--- src/rtl/hazard_if.sv ---
// hazard_if: bundles the hazard-unit signals exchanged with the pipeline.
//   master : pipeline side.
//            Drives register ids, write enables, load/branch and memory-access status.
//            Receives the forwarding selects, stall/flush controls, mem_req, err and stall_cnt.
//   slave  : hazard_ctrl side, with the opposite directions.
interface hazard_if #(
   parameter int CNT_WIDTH = 16
);
   logic [4:0]           Rs1D, Rs2D, Rs1E, Rs2E, RdE, RdM, RdW;
   logic                 RegWriteM, RegWriteW;
   logic [1:0]           ResultSrcE;
   logic                 PCSrcE;
   logic                 MemWriteM, MemReadM, mem_ready;
   logic [1:0]           ForwardAE, ForwardBE;
   logic                 StallF, StallD, StallE, StallM;
   logic                 FlushD, FlushE;
   logic                 mem_req, err;
   logic [CNT_WIDTH-1:0] stall_cnt;

   modport master (
      output Rs1D, Rs2D, Rs1E, Rs2E, RdE, RdM, RdW, RegWriteM, RegWriteW,
             ResultSrcE, PCSrcE, MemWriteM, MemReadM, mem_ready,
      input  ForwardAE, ForwardBE, StallF, StallD, StallE, StallM,
             FlushD, FlushE, mem_req, err, stall_cnt
   );

   modport slave (
      input  Rs1D, Rs2D, Rs1E, Rs2E, RdE, RdM, RdW, RegWriteM, RegWriteW,
             ResultSrcE, PCSrcE, MemWriteM, MemReadM, mem_ready,
      output ForwardAE, ForwardBE, StallF, StallD, StallE, StallM,
             FlushD, FlushE, mem_req, err, stall_cnt
   );
endinterface

--- src/rtl/hazard_ctrl.sv ---
// hazard_ctrl: pipeline hazard unit for a 5-stage core with a variable-latency data memory.
//   clk : rising-edge clock.
//   rst : asynchronous active-high reset.
//   hz  : hazard_if.slave.
//         Inputs: stage register ids, write enables, load/branch flags and M-stage memory access.
//         Outputs:
//           ForwardAE/BE : ALU operand forwarding selects.
//           Stall*/Flush*: pipeline register hold and bubble controls.
//           mem_req      : data-memory request.
//           err          : sticky memory-timeout flag.
//           stall_cnt    : saturating count of StallF cycles.
module hazard_ctrl #(
   parameter int TIMEOUT_CYCLES = 255,
   parameter int CNT_WIDTH      = 16
) (
   input logic     clk,
   input logic     rst,
   hazard_if.slave hz
);

   localparam int WCW = (TIMEOUT_CYCLES > 2) ? $clog2(TIMEOUT_CYCLES) : 1;
   localparam logic [WCW-1:0] WAIT_LAST = WCW'(TIMEOUT_CYCLES - 1);

   typedef enum logic [1:0] {ST_RUN, ST_WAIT, ST_ERR} state_t;

   state_t               r_state;
   logic [WCW-1:0]       r_wait_cnt;
   logic                 r_err;
   logic [CNT_WIDTH-1:0] r_stall_cnt;

   logic w_mem_acc;
   logic w_lw_stall;
   logic w_mem_hold;
   logic w_stall_f;

   // M-stage result has priority over W-stage result; x0 is never forwarded.
   function automatic logic [1:0] fwd_sel(input logic [4:0] rs,
                                          input logic       reg_wr_m,
                                          input logic [4:0] rd_m,
                                          input logic       reg_wr_w,
                                          input logic [4:0] rd_w);
      if (reg_wr_m && (rd_m != 5'd0) && (rd_m == rs))
         return 2'b10;
      else if (reg_wr_w && (rd_w != 5'd0) && (rd_w == rs))
         return 2'b01;
      else
         return 2'b00;
   endfunction

   assign hz.ForwardAE = fwd_sel(hz.Rs1E, hz.RegWriteM, hz.RdM, hz.RegWriteW, hz.RdW);
   assign hz.ForwardBE = fwd_sel(hz.Rs2E, hz.RegWriteM, hz.RdM, hz.RegWriteW, hz.RdW);

   assign w_mem_acc  = hz.MemWriteM | hz.MemReadM;
   assign w_lw_stall = (hz.ResultSrcE == 2'b01) && (hz.RdE != 5'd0) &&
                       ((hz.RdE == hz.Rs1D) || (hz.RdE == hz.Rs2D));

   // Hold is raised combinationally in the first unready M cycle so the
   // pipeline freezes before the FSM has even left RUN.
   assign w_mem_hold = ((r_state == ST_RUN) && w_mem_acc && !hz.mem_ready) ||
                       (r_state == ST_WAIT) || (r_state == ST_ERR);

   // A memory hold freezes the whole pipe and suppresses any bubble insertion.
   assign w_stall_f = w_mem_hold | w_lw_stall;
   assign hz.StallF = w_stall_f;
   assign hz.StallD = w_stall_f;
   assign hz.StallE = w_mem_hold;
   assign hz.StallM = w_mem_hold;
   assign hz.FlushD = !w_mem_hold && hz.PCSrcE;
   assign hz.FlushE = !w_mem_hold && (w_lw_stall || hz.PCSrcE);

   assign hz.mem_req   = w_mem_acc && (r_state != ST_ERR);
   assign hz.err       = r_err;
   assign hz.stall_cnt = r_stall_cnt;

   // Memory-wait FSM. A ready in the timeout cycle wins over the error.
   always_ff @(posedge clk or posedge rst) begin
      if (rst) begin
         r_state    <= ST_RUN;
         r_wait_cnt <= '0;
         r_err      <= 1'b0;
      end else begin
         case (r_state)
            ST_RUN: begin
               if (w_mem_acc && !hz.mem_ready) begin
                  r_state    <= ST_WAIT;
                  r_wait_cnt <= '0;
               end
            end
            ST_WAIT: begin
               if (hz.mem_ready) begin
                  r_state <= ST_RUN;
               end else if (r_wait_cnt == WAIT_LAST) begin
                  r_state <= ST_ERR;
                  r_err   <= 1'b1;
               end else begin
                  r_wait_cnt <= r_wait_cnt + 1'b1;
               end
            end
            ST_ERR: begin
               r_err <= 1'b1;
            end
            default: begin
               r_state <= ST_RUN;
            end
         endcase
      end
   end

   // Saturating performance counter of fetch-stall cycles.
   always_ff @(posedge clk or posedge rst) begin
      if (rst) begin
         r_stall_cnt <= '0;
      end else if (w_stall_f && (r_stall_cnt != {CNT_WIDTH{1'b1}})) begin
         r_stall_cnt <= r_stall_cnt + 1'b1;
      end
   end

endmodule
--- src/flat_wrapper.sv ---
// flat-port wrapper written by rule: the top's interface ports become plain ports
module hazard_ctrl_flat 
#(
   parameter int TIMEOUT_CYCLES = 255,
   parameter int CNT_WIDTH      = 16
)
  (clk, rst, hz_Rs1D, hz_Rs2D, hz_Rs1E, hz_Rs2E, hz_RdE, hz_RdM, hz_RdW, hz_RegWriteM, hz_RegWriteW, hz_ResultSrcE, hz_PCSrcE, hz_MemWriteM, hz_MemReadM, hz_mem_ready, hz_ForwardAE, hz_ForwardBE, hz_StallF, hz_StallD, hz_StallE, hz_StallM, hz_FlushD, hz_FlushE, hz_mem_req, hz_err, hz_stall_cnt);
  hazard_if #(.CNT_WIDTH(CNT_WIDTH)) hz_i ();
  input logic clk;
  input logic rst;
  input wire logic [$bits(hz_i.Rs1D)-1:0] hz_Rs1D;
  input wire logic [$bits(hz_i.Rs2D)-1:0] hz_Rs2D;
  input wire logic [$bits(hz_i.Rs1E)-1:0] hz_Rs1E;
  input wire logic [$bits(hz_i.Rs2E)-1:0] hz_Rs2E;
  input wire logic [$bits(hz_i.RdE)-1:0] hz_RdE;
  input wire logic [$bits(hz_i.RdM)-1:0] hz_RdM;
  input wire logic [$bits(hz_i.RdW)-1:0] hz_RdW;
  input wire logic [$bits(hz_i.RegWriteM)-1:0] hz_RegWriteM;
  input wire logic [$bits(hz_i.RegWriteW)-1:0] hz_RegWriteW;
  input wire logic [$bits(hz_i.ResultSrcE)-1:0] hz_ResultSrcE;
  input wire logic [$bits(hz_i.PCSrcE)-1:0] hz_PCSrcE;
  input wire logic [$bits(hz_i.MemWriteM)-1:0] hz_MemWriteM;
  input wire logic [$bits(hz_i.MemReadM)-1:0] hz_MemReadM;
  input wire logic [$bits(hz_i.mem_ready)-1:0] hz_mem_ready;
  output wire logic [$bits(hz_i.ForwardAE)-1:0] hz_ForwardAE;
  output wire logic [$bits(hz_i.ForwardBE)-1:0] hz_ForwardBE;
  output wire logic [$bits(hz_i.StallF)-1:0] hz_StallF;
  output wire logic [$bits(hz_i.StallD)-1:0] hz_StallD;
  output wire logic [$bits(hz_i.StallE)-1:0] hz_StallE;
  output wire logic [$bits(hz_i.StallM)-1:0] hz_StallM;
  output wire logic [$bits(hz_i.FlushD)-1:0] hz_FlushD;
  output wire logic [$bits(hz_i.FlushE)-1:0] hz_FlushE;
  output wire logic [$bits(hz_i.mem_req)-1:0] hz_mem_req;
  output wire logic [$bits(hz_i.err)-1:0] hz_err;
  output wire logic [$bits(hz_i.stall_cnt)-1:0] hz_stall_cnt;
  assign hz_i.Rs1D = hz_Rs1D;
  assign hz_i.Rs2D = hz_Rs2D;
  assign hz_i.Rs1E = hz_Rs1E;
  assign hz_i.Rs2E = hz_Rs2E;
  assign hz_i.RdE = hz_RdE;
  assign hz_i.RdM = hz_RdM;
  assign hz_i.RdW = hz_RdW;
  assign hz_i.RegWriteM = hz_RegWriteM;
  assign hz_i.RegWriteW = hz_RegWriteW;
  assign hz_i.ResultSrcE = hz_ResultSrcE;
  assign hz_i.PCSrcE = hz_PCSrcE;
  assign hz_i.MemWriteM = hz_MemWriteM;
  assign hz_i.MemReadM = hz_MemReadM;
  assign hz_i.mem_ready = hz_mem_ready;
  assign hz_ForwardAE = hz_i.ForwardAE;
  assign hz_ForwardBE = hz_i.ForwardBE;
  assign hz_StallF = hz_i.StallF;
  assign hz_StallD = hz_i.StallD;
  assign hz_StallE = hz_i.StallE;
  assign hz_StallM = hz_i.StallM;
  assign hz_FlushD = hz_i.FlushD;
  assign hz_FlushE = hz_i.FlushE;
  assign hz_mem_req = hz_i.mem_req;
  assign hz_err = hz_i.err;
  assign hz_stall_cnt = hz_i.stall_cnt;
  hazard_ctrl #(.TIMEOUT_CYCLES(TIMEOUT_CYCLES), .CNT_WIDTH(CNT_WIDTH)) u_core (.clk(clk), .rst(rst), .hz(hz_i));
endmodule
--- config.mk ---
export PLATFORM = sky130hd
export DESIGN_NAME = hazard_ctrl_flat
export DESIGN_NICKNAME = d
export VERILOG_FILES = /design/src/rtl/hazard_if.sv /design/src/rtl/hazard_ctrl.sv /design/src/flat_wrapper.sv
export SDC_FILE = /design/constraint.sdc
export NUM_CORES = 1
export LEC_CHECK = 0
export ABC_AREA = 1
export CAP_MARGIN = 20
export CORE_MARGIN = 2
export CORE_UTILIZATION = 51
export CTS_BUF_LIST = sky130_fd_sc_hd__clkbuf_4 sky130_fd_sc_hd__clkbuf_8
export CTS_CLUSTER_SIZE = 10
export DETAILED_ROUTE_END_ITERATION = 16
export PLACE_DENSITY = 0.88
export SLEW_MARGIN = 0
export SYNTH_ARGS = -nofsm -noshare
export SYNTH_HDL_FRONTEND = slang
export SYNTH_SLANG_ARGS = --single-unit
--- constraint.sdc ---
create_clock -name clk -period 5.92 [get_ports clk]
set_input_delay 1.776 -clock clk [delete_from_list [all_inputs] [get_ports clk]]
set_output_delay 1.776 -clock clk [all_outputs]
set_load 0.02 [all_outputs]
Yosys cells after proc, flatten, opt, wreduce, memory -nomap -nowiden

Cells that the tools add are included.
W data, S select, Z words.

Bits in registers: 27
Bits in latches: 0
Bits in writable memories: 0
ROM bits: 0
Input port bits: 45
Output and inout bits: 28
Word-level logic and storage cells: 71
Memories: 0

Add/subtract/negate cells: 2
Multipliers: 0
Divide/modulo/power cells: 0
$lt $le $gt $ge: 0
Equality and inequality tests: 17
Shifts and indexed selects: 0
Mux-type cells: 15
Bitwise gates (word level): 3
Reductions and logical operators: 30

Operators by type and width:

| cell                    | count |
|---|---|
| $eq A5 B5 Y1            | 6 |
| $mux W8                 | 3 |
| $add A16 B1 Y16 const B | 1 |
| $ne A16 B16 Y1 const B  | 1 |
| $pmux W8 S2             | 1 |
| $logic_and A1 B1 Y1     | 15 |
| $reduce_bool A5 Y1      | 3 |
| $mux W2                 | 5 |
| $ne A2 B2 Y1 const B    | 5 |
| $add A8 B1 Y8 const B   | 1 |
| $eq A8 B8 Y1 const B    | 1 |
| $pmux W2 S3             | 1 |
| $reduce_and A3 Y1       | 2 |
| $eq A2 B1 Y1 const B    | 2 |
| $logic_or A1 B1 Y1      | 4 |
| $mux W1                 | 4 |
| $reduce_and A4 Y1       | 1 |
| $reduce_bool A2 Y1      | 2 |
| $ne A3 B3 Y1 const B    | 1 |
| $eq A2 B2 Y1 const B    | 1 |
| $logic_not A1 Y1        | 2 |
| $logic_not A2 Y1        | 1 |
| $or A1 B1 Y1            | 2 |
| $pmux W1 S2             | 1 |
| $not A1 Y1              | 1 |

Depth between registers and ports, before layout

Gate-level depths: netlist of the first run.

Word-level depth: 7
Gate-level depth with buffers: 12
Depth with buffers taken out: 11

Worst setup path before layout of the first run

OpenSTA, ideal clock, no wires.

Kind: input-to-output
Start: in hz_RdM[3]
End: out hz_ForwardAE[0]
Data arrival time: 2,982 ps
Data required time: 4,144 ps
Path slack: 1,162 ps
Stages: 3
Buffers on the path: 0
Path through: xor2_1 -> nor4_1 -> nor2_1

Longest elaborated chain between the ends: 4
Elaborated cells between the ends (all ways): 5
Those cells by class: eq/ne (1); mux (1); reduce/logical (3)

Ends and longest elaborated chain:

| what                    | RTL line           | RTL |
|---|---|---|
| from (decl)             | flat_wrapper.sv:16 | `input wire logic [$bits(hz_i.RdM)-1:0] hz_RdM;` |
| $reduce_bool A5 Y1      | hazard_ctrl.sv:42  | `if (reg_wr_m && (rd_m != 5'd0) && (rd_m == rs))` |
| $logic_and A1 B1 Y1     | hazard_ctrl.sv:42  |  |
| $logic_and A1 B1 Y1 (*) | hazard_ctrl.sv:42  |  |
| $mux W2 (*)             | hazard_ctrl.sv:42  |  |
| to (decl)               | flat_wrapper.sv:25 | `output wire logic [$bits(hz_i.ForwardAE)-1:0] hz_ForwardAE;` |

Every way passes the cells marked *; elsewhere a longest branch is shown, timed or not.

Worst setup path in the final report of the first run

Start: in hz_mem_ready
End: out hz_StallF

Longest elaborated chain between the ends: 5

Ends and longest elaborated chain:

| what                | RTL line           | RTL |
|---|---|---|
| from (decl)         | flat_wrapper.sv:24 | `input wire logic [$bits(hz_i.mem_ready)-1:0] hz_mem_ready;` |
| $logic_not A1 Y1    | hazard_ctrl.sv:59  | `assign w_mem_hold = ((r_state == ST_RUN) && w_mem_acc && !hz.mem_ready) \|\|` |
| $logic_and A1 B1 Y1 | hazard_ctrl.sv:59  |  |
| $logic_or A1 B1 Y1  | hazard_ctrl.sv:59  |  |
| $logic_or A1 B1 Y1  | hazard_ctrl.sv:60  | `(r_state == ST_WAIT) \|\| (r_state == ST_ERR);` |
| $or A1 B1 Y1        | hazard_ctrl.sv:63  | `assign w_stall_f = w_mem_hold \| w_lw_stall;` |
| to (decl)           | flat_wrapper.sv:27 | `output wire logic [$bits(hz_i.StallF)-1:0] hz_StallF;` |

Every way passes these cells.

==> reports/metrics.csv, run 1 <==
stage,metric,value,unit
job,Max Cap Viol,0,
timing,setup ws final,0.388,ns
critical_path,worst endpoint required time,4.14,ns
global_routing,Total GRT Usage,23.0,%
floorplanning,number of I/O pins,73,
global_routing,largest net degree at the start of global routing,28,
detailed_routing,wl on met1,2260,um
yosys,"Seq/Total Area, Yosys",32.4,%
place,hpwl dp,4020,um
power,PwrDens,264,nW/um^2
global_routing,initial antenna violation count,0,
finish,final core utilization,73.1,%
yosys,"Top FF cell, synth",dfrtp_1,
floorplanning,initial core utilization,52.5,%
yosys,Mapped Area,2080,um^2
critical_path,cell breakdown of the critical path,clkdlybuf4s50_1 -> inv_1 -> o21ai_0 -> nand2_1 -> a21oi_1 -> nand2_1 -> clkdlybuf4s50_1,
finish,area delta synth->final,39.3,%
timing,worst-margin pin slew,0.531,ns
finish,Layout Nets,415,
finish,post-route insts no fill,416,
yosys,Ys Warns,0,
critical_path,slowest cell delay on critical path,0.62,ns
detailed_routing,post-route ant nets,0,
timing,part of the cycle the worst path needs,93.5,%
floorplanning,Die Y,67.9,um
global_routing,global-route wire length before repair,8170,um
detailed_routing,DR pass1 iterations,5,
yosys,#FFs+latches synth,27,
yosys,number of synthesized flops with an enable pin,0,
detailed_routing,DR top layer,met4,
critical_path,Slowest cell on crit path,clkdlybuf4s50_1,
detailed_routing,met2 wire length,2540,um
critical_path,Levels on crit path,7,
timing,endpoints failing hold,0,
critical_path,CP Capture Type,output pin,
critical_path,CP Launch Point,hz_mem_ready,
worst_hold_path,Hold Path Stages,2,
detailed_routing,drt via density,5.07,
floorplanning,die width,67.9,um
clocking,"Reg clk slew, reported paths",0.09,ns
yosys,Avg Inst Size Synth,7.07,um^2
critical_path,worst setup path class,in -> out,
critical_path,Buf/Inv on CP,3,
clocking,post-CTS sizing,0,
global_routing,vias in the first global route,1915,
clocking,Skew-Pair Late Insertion Delay,0.27,ns
yosys,Mapped Cells,295,
finish,share of layout cells above drive strength 1,5.46,%
timing,RSZ-0062 raised after global routing,false,
detailed_routing,DRC Markers,0,
clocking,CTS Sinks,27,
critical_path,FF-to-FF path depth,7,
finish,most frequent cells in the layout,"nand2_1 (86), clkdlybuf4s50_1 (72), inv_1 (35), nand3_1 (30), nor2_1 (28)",
timing,final setup vio count,0,
place,placed insts,411,
clocking,CTS tree,built,
timing,fmax,181,MHz
yosys,"Distinct cells, synth",29,
clocking,hold_buf cts,0,
yosys,post-synth top area share,32.4,%
global_routing,grt ovf,0,
critical_path,arrival time at the worst endpoint,3.76,ns
yosys,"FFs w/ async S/R, synth",100,%
yosys,Synth Net Count,343,
floorplanning,die area,4610,um^2
floorplanning,row cnt,23,
critical_path,critical path capture point,hz_StallF,
yosys,top cell type by total area after synthesis,dfrtp_1,
worst_hold_path,HP Class,reg -> reg,
critical_path,CP startpoint kind,input pin,
timing,Worst Skew,0.00583,ns
place,PortBufs,72,
clocking,CTS buffer count,3,
clocking,root buf cell,clkbuf_8,
timing,Final Max Slew Viols,0,
place,pre-CTS WS,0.357,ns
power,maximum VDD drop,0.000176,V
critical_path,reg2reg setup slack,4.06,ns
floorplanning,core box area,3970,um^2
critical_path,"delay-heaviest family, CP",buffers and inverters,
critical_path,worst r2r dst,u_core.r_wait_cnt[0],
detailed_routing,via count,2110,
finish,"most common cell after layout, fill and taps aside",nand2_1,
power,leakage power,1.34,nW
clocking,htree depth,1,
status,status,finished clean,
timing,Slew headroom,64.6,%
timing,Setup TNS Final,0,ns
finish,n_diodes,0,
timing,hold slack,0.497,ns
detailed_routing,total wire length,5240,um
critical_path,Crit Path Max Fanout,10,
yosys,ranking of synthesized cells by area,"dfrtp_1 (32%), nand2_1 (15%), xnor2_1 (7.6%)",
critical_path,reg2reg start,u_core.r_wait_cnt[3],
detailed_routing,Initial DRC Count,83,
clocking,# Post-CTS Setup Buffers,0,
place,RD Place Congestion,0.946,
detailed_routing,met3 WL,335,um
timing,minimum clock period,5.53,ns
detailed_routing,post-DR wirelength/cell,12.6,um
clocking,Longest Clk Path Bufs,2,
[routing by layer]
metal	up-vias	global-route usage, %
met1	964	27.8
met3	11	4.11
met2	65	40.9
li1	1070	-
met5	-	0
met4	0	8.00
[worst reg2reg max path: stages (launching register included)]
cell	delay (ns)
dfrtp_1	0.42
nand2_1	0.10
nor2_1	0.17
nand4_1	0.20
a21oi_2	0.51
inv_1	0.18
nand3_1	0.10
o21ai_0	0.07
[cells by family (layout without fill, tap and decap cells)]
logic type / after synthesis / after routing / synth area share [%]
AND/OR/NAND/NOR: 170 / 170 / 37.2
buffers and inverters: 43 / 114 / 8.82
XOR/XNOR: 36 / 36 / 15.1
flip-flops: 27 / 27 / 32.4
AO/OA/AOI/OAI: 16 / 16 / 4.68
adder cells (fa/ha/maj): 3 / 3 / 1.80
[registers in the layout, indices dropped and copies added, names as in the netlist]
| name | cells |
|---|---|
| u_core.r_wait_cnt | 8 |
| u_core.hz.err | 1 |
| u_core.hz.stall_cnt | 16 |
| u_core.r_state | 2 |
[power by group]
group | total, W | internal, W | switching [W] | leakage (nW)
sequential | 0.000252 | 0.000213 | 0.0000386 | 0.362
combinational | 0.000404 | 0.000170 | 0.000235 | 0.954
clock | 0.000110 | 0.0000528 | 0.0000574 | 0.0262
total | 0.000766 | 0.000436 | 0.000331 | 1.34
[area by class of cell]
type | instances | area [um^2]
fill | 300 | 1070
timing repair buffer | 74 | 756
sequential | 27 | 676
inverter | 36 | 135
tap | 50 | 62.6
clock buffer | 4 | 48.8
multi-input combinational | 225 | 1220
[synthesized netlist by cell type (3+ instances only)]
master,count
nand2_1,86
inv_1,35
nand3_1,30
nor2_1,28
dfrtp_1,27
xnor2_1,18
xor2_1,18
nand4_1,7
o21ai_0,6
o31ai_1,4
buf_2,3
buf_4,3
ha_1,3
nand3b_1,3
nor3_1,3
[stage by stage]
stage	power, W	area [um^2]
2_1_floorplan	0.000509	2080
3_3_place_gp	0.000643	2830
3_5_place_dp	0.000654	2830
4_1_cts	0.000764	2880
5_1_grt	0.000820	2900
6_report	0.000766	2900
[worst min-delay path by stage]
stage	start	end	slack [ns]
after floorplan	u_core.r_wait_cnt[4]	u_core.r_wait_cnt[4]	0.49
after global placement	u_core.hz.err	u_core.hz.err	0.46
after detailed placement	u_core.hz.err	u_core.hz.err	0.48
after CTS	u_core.hz.err	u_core.hz.err	0.50
after global routing	u_core.hz.err	u_core.hz.err	0.54
final	u_core.hz.err	u_core.hz.err	0.50
(Power assumes the default switching activity.)
==> inputs of run 2 (changes only) <==
--- a/config.mk
+++ b/config.mk
@@ -8,11 +8,11 @@
 export ABC_AREA = 1
 export CAP_MARGIN = 20
 export CORE_MARGIN = 2
-export CORE_UTILIZATION = 51
+export CORE_UTILIZATION = 42
 export CTS_BUF_LIST = sky130_fd_sc_hd__clkbuf_4 sky130_fd_sc_hd__clkbuf_8
 export CTS_CLUSTER_SIZE = 10
 export DETAILED_ROUTE_END_ITERATION = 16
-export PLACE_DENSITY = 0.88
+export PLACE_DENSITY = 0.77
 export SLEW_MARGIN = 0
 export SYNTH_ARGS = -nofsm -noshare
 export SYNTH_HDL_FRONTEND = slang
==> constraint.sdc (replaced) <==
create_clock -name clk -period 4.6 [get_ports clk]
set_input_delay 1.38 -clock clk [delete_from_list [all_inputs] [get_ports clk]]
set_output_delay 1.38 -clock clk [all_outputs]
set_load 0.02 [all_outputs]
==> reports/metrics.csv, run 2 (synthesis gave the netlist of run 1 again) <==
stage,metric,value,unit
status,status,finished clean,
clocking,htree depth,1,
job,Max Cap Viol,0,
critical_path,Crit Path Max Fanout,3,
timing,setup ws final,0.0999,ns
timing,minimum clock period,4.50,ns
detailed_routing,DRC Markers,0,
finish,n_diodes,0,
clocking,root buf cell,clkbuf_8,
detailed_routing,total wire length,5100,um
global_routing,vias in the first global route,1940,
floorplanning,Die Y,74.5,um
clocking,# Post-CTS Setup Buffers,0,
global_routing,initial antenna violation count,0,
timing,Slew headroom,64.2,%
place,RD Place Congestion,0.851,
floorplanning,core box area,4750,um^2
timing,hold slack,0.484,ns
floorplanning,die area,5540,um^2
critical_path,arrival time at the worst endpoint,3.12,ns
finish,share of layout cells above drive strength 1,7.01,%
timing,fmax,222,MHz
detailed_routing,via count,2070,
place,pre-CTS WS,-0.0549,ns
timing,Final Max Slew Viols,0,
critical_path,CP Capture Type,output pin,
timing,RSZ-0062 raised after global routing,false,
global_routing,global-route wire length before repair,8560,um
timing,part of the cycle the worst path needs,97.8,%
clocking,Skew-Pair Late Insertion Delay,0.27,ns
power,PwrDens,334,nW/um^2
clocking,"Reg clk slew, reported paths",0.09,ns
finish,area delta synth->final,42.9,%
global_routing,grt ovf,0,
floorplanning,row cnt,25,
clocking,CTS Sinks,27,
global_routing,Total GRT Usage,19.5,%
floorplanning,initial core utilization,43.8,%
place,PortBufs,72,
clocking,Longest Clk Path Bufs,2,
timing,worst-margin pin slew,0.537,ns
global_routing,largest net degree at the start of global routing,28,
timing,Setup TNS Final,0,ns
clocking,CTS tree,built,
place,hpwl dp,4050,um
power,leakage power,1.45,nW
worst_hold_path,HP Class,reg -> reg,
critical_path,worst setup path class,in -> out,
floorplanning,die width,74.5,um
detailed_routing,drt via density,4.73,
finish,most frequent cells in the layout,"nand2_1 (86), clkdlybuf4s50_1 (66), inv_1 (35), nand3_1 (30), nor2_1 (28)",
detailed_routing,Initial DRC Count,69,
timing,Worst Skew,0.00215,ns
finish,"most common cell after layout, fill and taps aside",nand2_1,
power,maximum VDD drop,0.000192,V
timing,endpoints failing hold,0,
finish,Largest register FFs,16,
detailed_routing,DR pass1 iterations,4,
detailed_routing,post-route ant nets,0,
detailed_routing,post-DR wirelength/cell,11.7,um
critical_path,CP startpoint kind,input pin,
timing,final setup vio count,0,
critical_path,worst endpoint required time,3.22,ns
floorplanning,number of I/O pins,73,
clocking,hold_buf cts,0,
finish,Fillers,438,
critical_path,reg2reg setup slack,2.75,ns
finish,Layout Nets,420,
clocking,CTS buffer count,3,
## run 2: changes by cell type in the layout (fill, tap and decap cells not counted)
cell             change
a21oi_1              -1
a21oi_2              +1
buf_4                +5
clkinv_2             +1
clkbuf_4             -1
o21ai_0              -1
o21ai_1              +1
clkdlybuf4s50_1      -6
dlymetal6s2s_1       +6
## run 2: layout make-up
| cell class | instances | area, um^2 | share of cell area, % |
|---|---|---|---|
| Tap cell | 67 | 83.8 | 2.82 |
| Inverter | 36 | 135 | 4.54 |
| Clock buffer | 3 | 41.3 | 1.39 |
| Multi-Input combinational cell | 225 | 1230 | 41.3 |
| Timing Repair Buffer | 79 | 808 | 27.1 |
| Clock inverter | 1 | 5.00 | 0.168 |
| Sequential cell | 27 | 676 | 22.7 |
## run 2: report_power, final
| group | internal (W) | switching [W] |
|---|---|---|
| logic | 0.000235 | 0.000302 |
| registers | 0.000274 | 0.0000488 |
| clock network | 0.0000607 | 0.0000736 |
## run 2: per-stage QoR
stage / instances / cell area [um^2] / total power (W) / util [%]
after floorplan: 295 / 2080 / 0.000656 / -
after global placement: 433 / 2890 / 0.000853 / 60.7
after detailed placement: 433 / 2890 / 0.000866 / 60.7
after CTS: 437 / 2930 / 0.00100 / 61.7
after global routing: 438 / 2980 / 0.00107 / 62.6
final: 438 / 2980 / 0.000994 / 62.6
## run 2: worst paths after layout
| path | start | depth (start not counted) | endpoint |
|---|---|---|---|
| worst max register to register | u_core.r_wait_cnt[0] | 7 | u_core.r_wait_cnt[0] |
| worst max-delay path | hz_RdW[1] | 6 | hz_ForwardBE[0] |
| worst min-delay path | u_core.hz.err | 2 | u_core.hz.err |
| worst min register to register | u_core.hz.err | 2 | u_core.hz.err |
| min in group asynchronous | rst | 2 | u_core.r_wait_cnt[5] |
| max in group asynchronous | rst | 3 | u_core.hz.stall_cnt[11] |
## run 2: timing repair
| item | CTS | global route |
|---|---|---|
| pin swaps | 0 | 0 |
| endpoints found under the setup margin | 5 | 8 |
| resized for setup | 1 | 7 |
## run 2: layer usage
layer	wire (um)	GRT usage, %	up-vias	share of wire, %
li1	-	-	1085	-
met4	86	5.75	0	1.7
met5	0	0	-	0
met2	2360	33.3	65	46
met1	2350	25.6	911	46
met3	301	2.71	9	5.9
## run 2: worst max-delay path, cell delays in order
cell             delay (ns)
clkdlybuf4s50_1        0.47
xor2_1                 0.18
nor3_1                 0.23
nand4_1                0.11
nor2_1                 0.13
clkdlybuf4s50_1        0.61
==> inputs of run 3 (changes only) <==
--- a/config.mk
+++ b/config.mk
@@ -7,11 +7,12 @@
 export LEC_CHECK = 0
 export ABC_AREA = 1
 export CAP_MARGIN = 20
-export CORE_MARGIN = 2
+export CORE_MARGIN = 10
 export CORE_UTILIZATION = 42
 export CTS_BUF_LIST = sky130_fd_sc_hd__clkbuf_4 sky130_fd_sc_hd__clkbuf_8
 export CTS_CLUSTER_SIZE = 10
 export DETAILED_ROUTE_END_ITERATION = 16
+export GPL_TIMING_DRIVEN = 0
 export PLACE_DENSITY = 0.77
 export SLEW_MARGIN = 0
 export SYNTH_ARGS = -nofsm -noshare
==> reports/metrics.csv, run 3 (synthesis gave the netlist of run 1 again) <==
stage,metric,value,unit
detailed_routing,DR pass1 iterations,4,
clocking,# Post-CTS Setup Buffers,0,
worst_hold_path,Hold Path Origin,u_core.hz.err,
global_routing,global-route wire length before repair,10100,um
critical_path,reg2reg start,u_core.hz.stall_cnt[0],
timing,minimum clock period,4.47,ns
finish,most frequent cells in the layout,"nand2_1 (86), clkdlybuf4s50_1 (65), inv_1 (35), nand3_1 (30), nor2_1 (28)",
floorplanning,core box area,4750,um^2
power,leakage power,1.43,nW
clocking,Longest Clk Path Bufs,2,
clocking,CTS tree,built,
critical_path,CP startpoint kind,input pin,
detailed_routing,post-route ant nets,0,
status,status,finished clean,
worst_hold_path,Hold Path Stages,2,
global_routing,initial antenna violation count,0,
finish,Layout Nets,421,
floorplanning,initial core utilization,43.8,%
place,PortBufs,72,
critical_path,CP Capture Type,output pin,
clocking,CTS Sinks,27,
floorplanning,Die Y,90.5,um
finish,n_diodes,0,
critical_path,worst setup path class,in -> out,
finish,area delta synth->final,43.2,%
clocking,"Reg clk slew, reported paths",0.09,ns
place,pre-CTS WS,-0.306,ns
clocking,Skew-Pair Late Insertion Delay,0.28,ns
worst_hold_path,Hold Path End,u_core.hz.err,
detailed_routing,post-DR wirelength/cell,13.7,um
timing,setup ws final,0.129,ns
clocking,post-CTS sizing,5,
timing,endpoints failing hold,0,
timing,part of the cycle the worst path needs,97.2,%
clocking,hold_buf cts,0,
detailed_routing,DRC Markers,0,
place,hpwl dp,4830,um
worst_hold_path,HP Class,reg -> reg,
clocking,htree depth,1,
detailed_routing,Initial DRC Count,93,
finish,"most common cell after layout, fill and taps aside",nand2_1,
critical_path,worst endpoint required time,3.22,ns
place,RD Place Congestion,0.830,
floorplanning,die width,90.5,um
detailed_routing,total wire length,6030,um
critical_path,arrival time at the worst endpoint,3.09,ns
floorplanning,die area,8180,um^2
timing,Worst Skew,0.0107,ns
power,PwrDens,340,nW/um^2
critical_path,FF-to-FF path depth,9,
critical_path,Crit Path Max Fanout,3,
detailed_routing,drt via density,4.77,
finish,share of layout cells above drive strength 1,8.06,%
global_routing,grt ovf,0,
global_routing,Total GRT Usage,14.5,%
timing,RSZ-0062 raised after global routing,false,
global_routing,vias in the first global route,2069,
power,maximum VDD drop,0.000153,V
finish,Largest register FFs,16,
floorplanning,number of I/O pins,73,
floorplanning,row cnt,25,
timing,worst-margin pin slew,0.355,ns
timing,Final Max Slew Viols,0,
finish,Fillers,444,
timing,fmax,224,MHz
timing,final setup vio count,0,
global_routing,largest net degree at the start of global routing,28,
critical_path,worst r2r dst,u_core.hz.stall_cnt[8],
timing,Setup TNS Final,0,ns
clocking,root buf cell,clkbuf_8,
critical_path,reg2reg setup slack,2.84,ns
detailed_routing,via count,2093,
timing,Slew headroom,76.2,%
power,Overall Power,0.00102,W
clocking,CTS buffer count,3,
job,Max Cap Viol,0,
[run 3: changes by cell type in the layout (fill, tap and decap cells not counted), moves of 2 or more]
cell            change
nor4_2              +2
nor4_1              -2
buf_2               +2
dlymetal6s2s_1      -2
buf_4               -2
[run 3: metal layers]
layer,track usage [%],routed length (um),vias to the layer above
met3,2.41,281,9
met2,25.6,2990,63
met5,0,0,-
met1,18.0,2680,936
li1,-,-,1085
met4,3.18,82,0
[run 3: worst max path at each step]
stage	from	end	slack, ns
6_report	hz_RdM[2]	hz_ForwardAE[0]	0.13
5_1_grt	hz_RdE[2]	hz_StallD	0.002
3_5_place_dp	hz_RdE[2]	hz_StallF	-0.31
3_3_place_gp	hz_RdE[1]	hz_StallF	-0.31
4_1_cts	hz_RdM[2]	hz_ForwardBE[1]	-0.08
2_1_floorplan	hz_RdM[3]	hz_ForwardAE[0]	0.63
[run 3: cell type report]
cell class / instances / area (um^2) / share of cell area (%)
clock buffer: 3 / 41.3 / 1.38
multi-input combinational: 225 / 1240 / 41.6
clock inverter: 1 / 5.00 / 0.168
buffer: 7 / 51.3 / 1.72
sequential: 27 / 676 / 22.6
timing repair buffer: 73 / 752 / 25.2
inverter: 36 / 135 / 4.53
tap: 67 / 83.8 / 2.81
[run 3: power breakdown]
group          total [W]  internal, W  switching (W)
Combinational   0.000555     0.000238       0.000317
Sequential      0.000321     0.000274      0.0000462
Clock           0.000141    0.0000610      0.0000802
Total            0.00102     0.000574       0.000443
[run 3: stage by stage]
step / hold WS (ns) / cell area (um^2) / utilization [%] / std cells
after detailed placement: 0.500 / 2890 / 60.8 / 434
after global placement: 0.455 / 2890 / 60.8 / 434
after CTS: 0.521 / 2940 / 61.8 / 438
after floorplan: 0.493 / 2080 / - / 295
after global routing: 0.551 / 2990 / 62.8 / 439
final: 0.505 / 2990 / 62.8 / 439
[run 3: worst max-delay path, stage by stage]
cell             delay (ns)
clkdlybuf4s50_1        0.48
nor2_1                 0.14
nand2_1                0.06
o21ai_1                0.23
nor4_2                 0.10
nor2_1                 0.09
clkdlybuf4s50_1        0.61
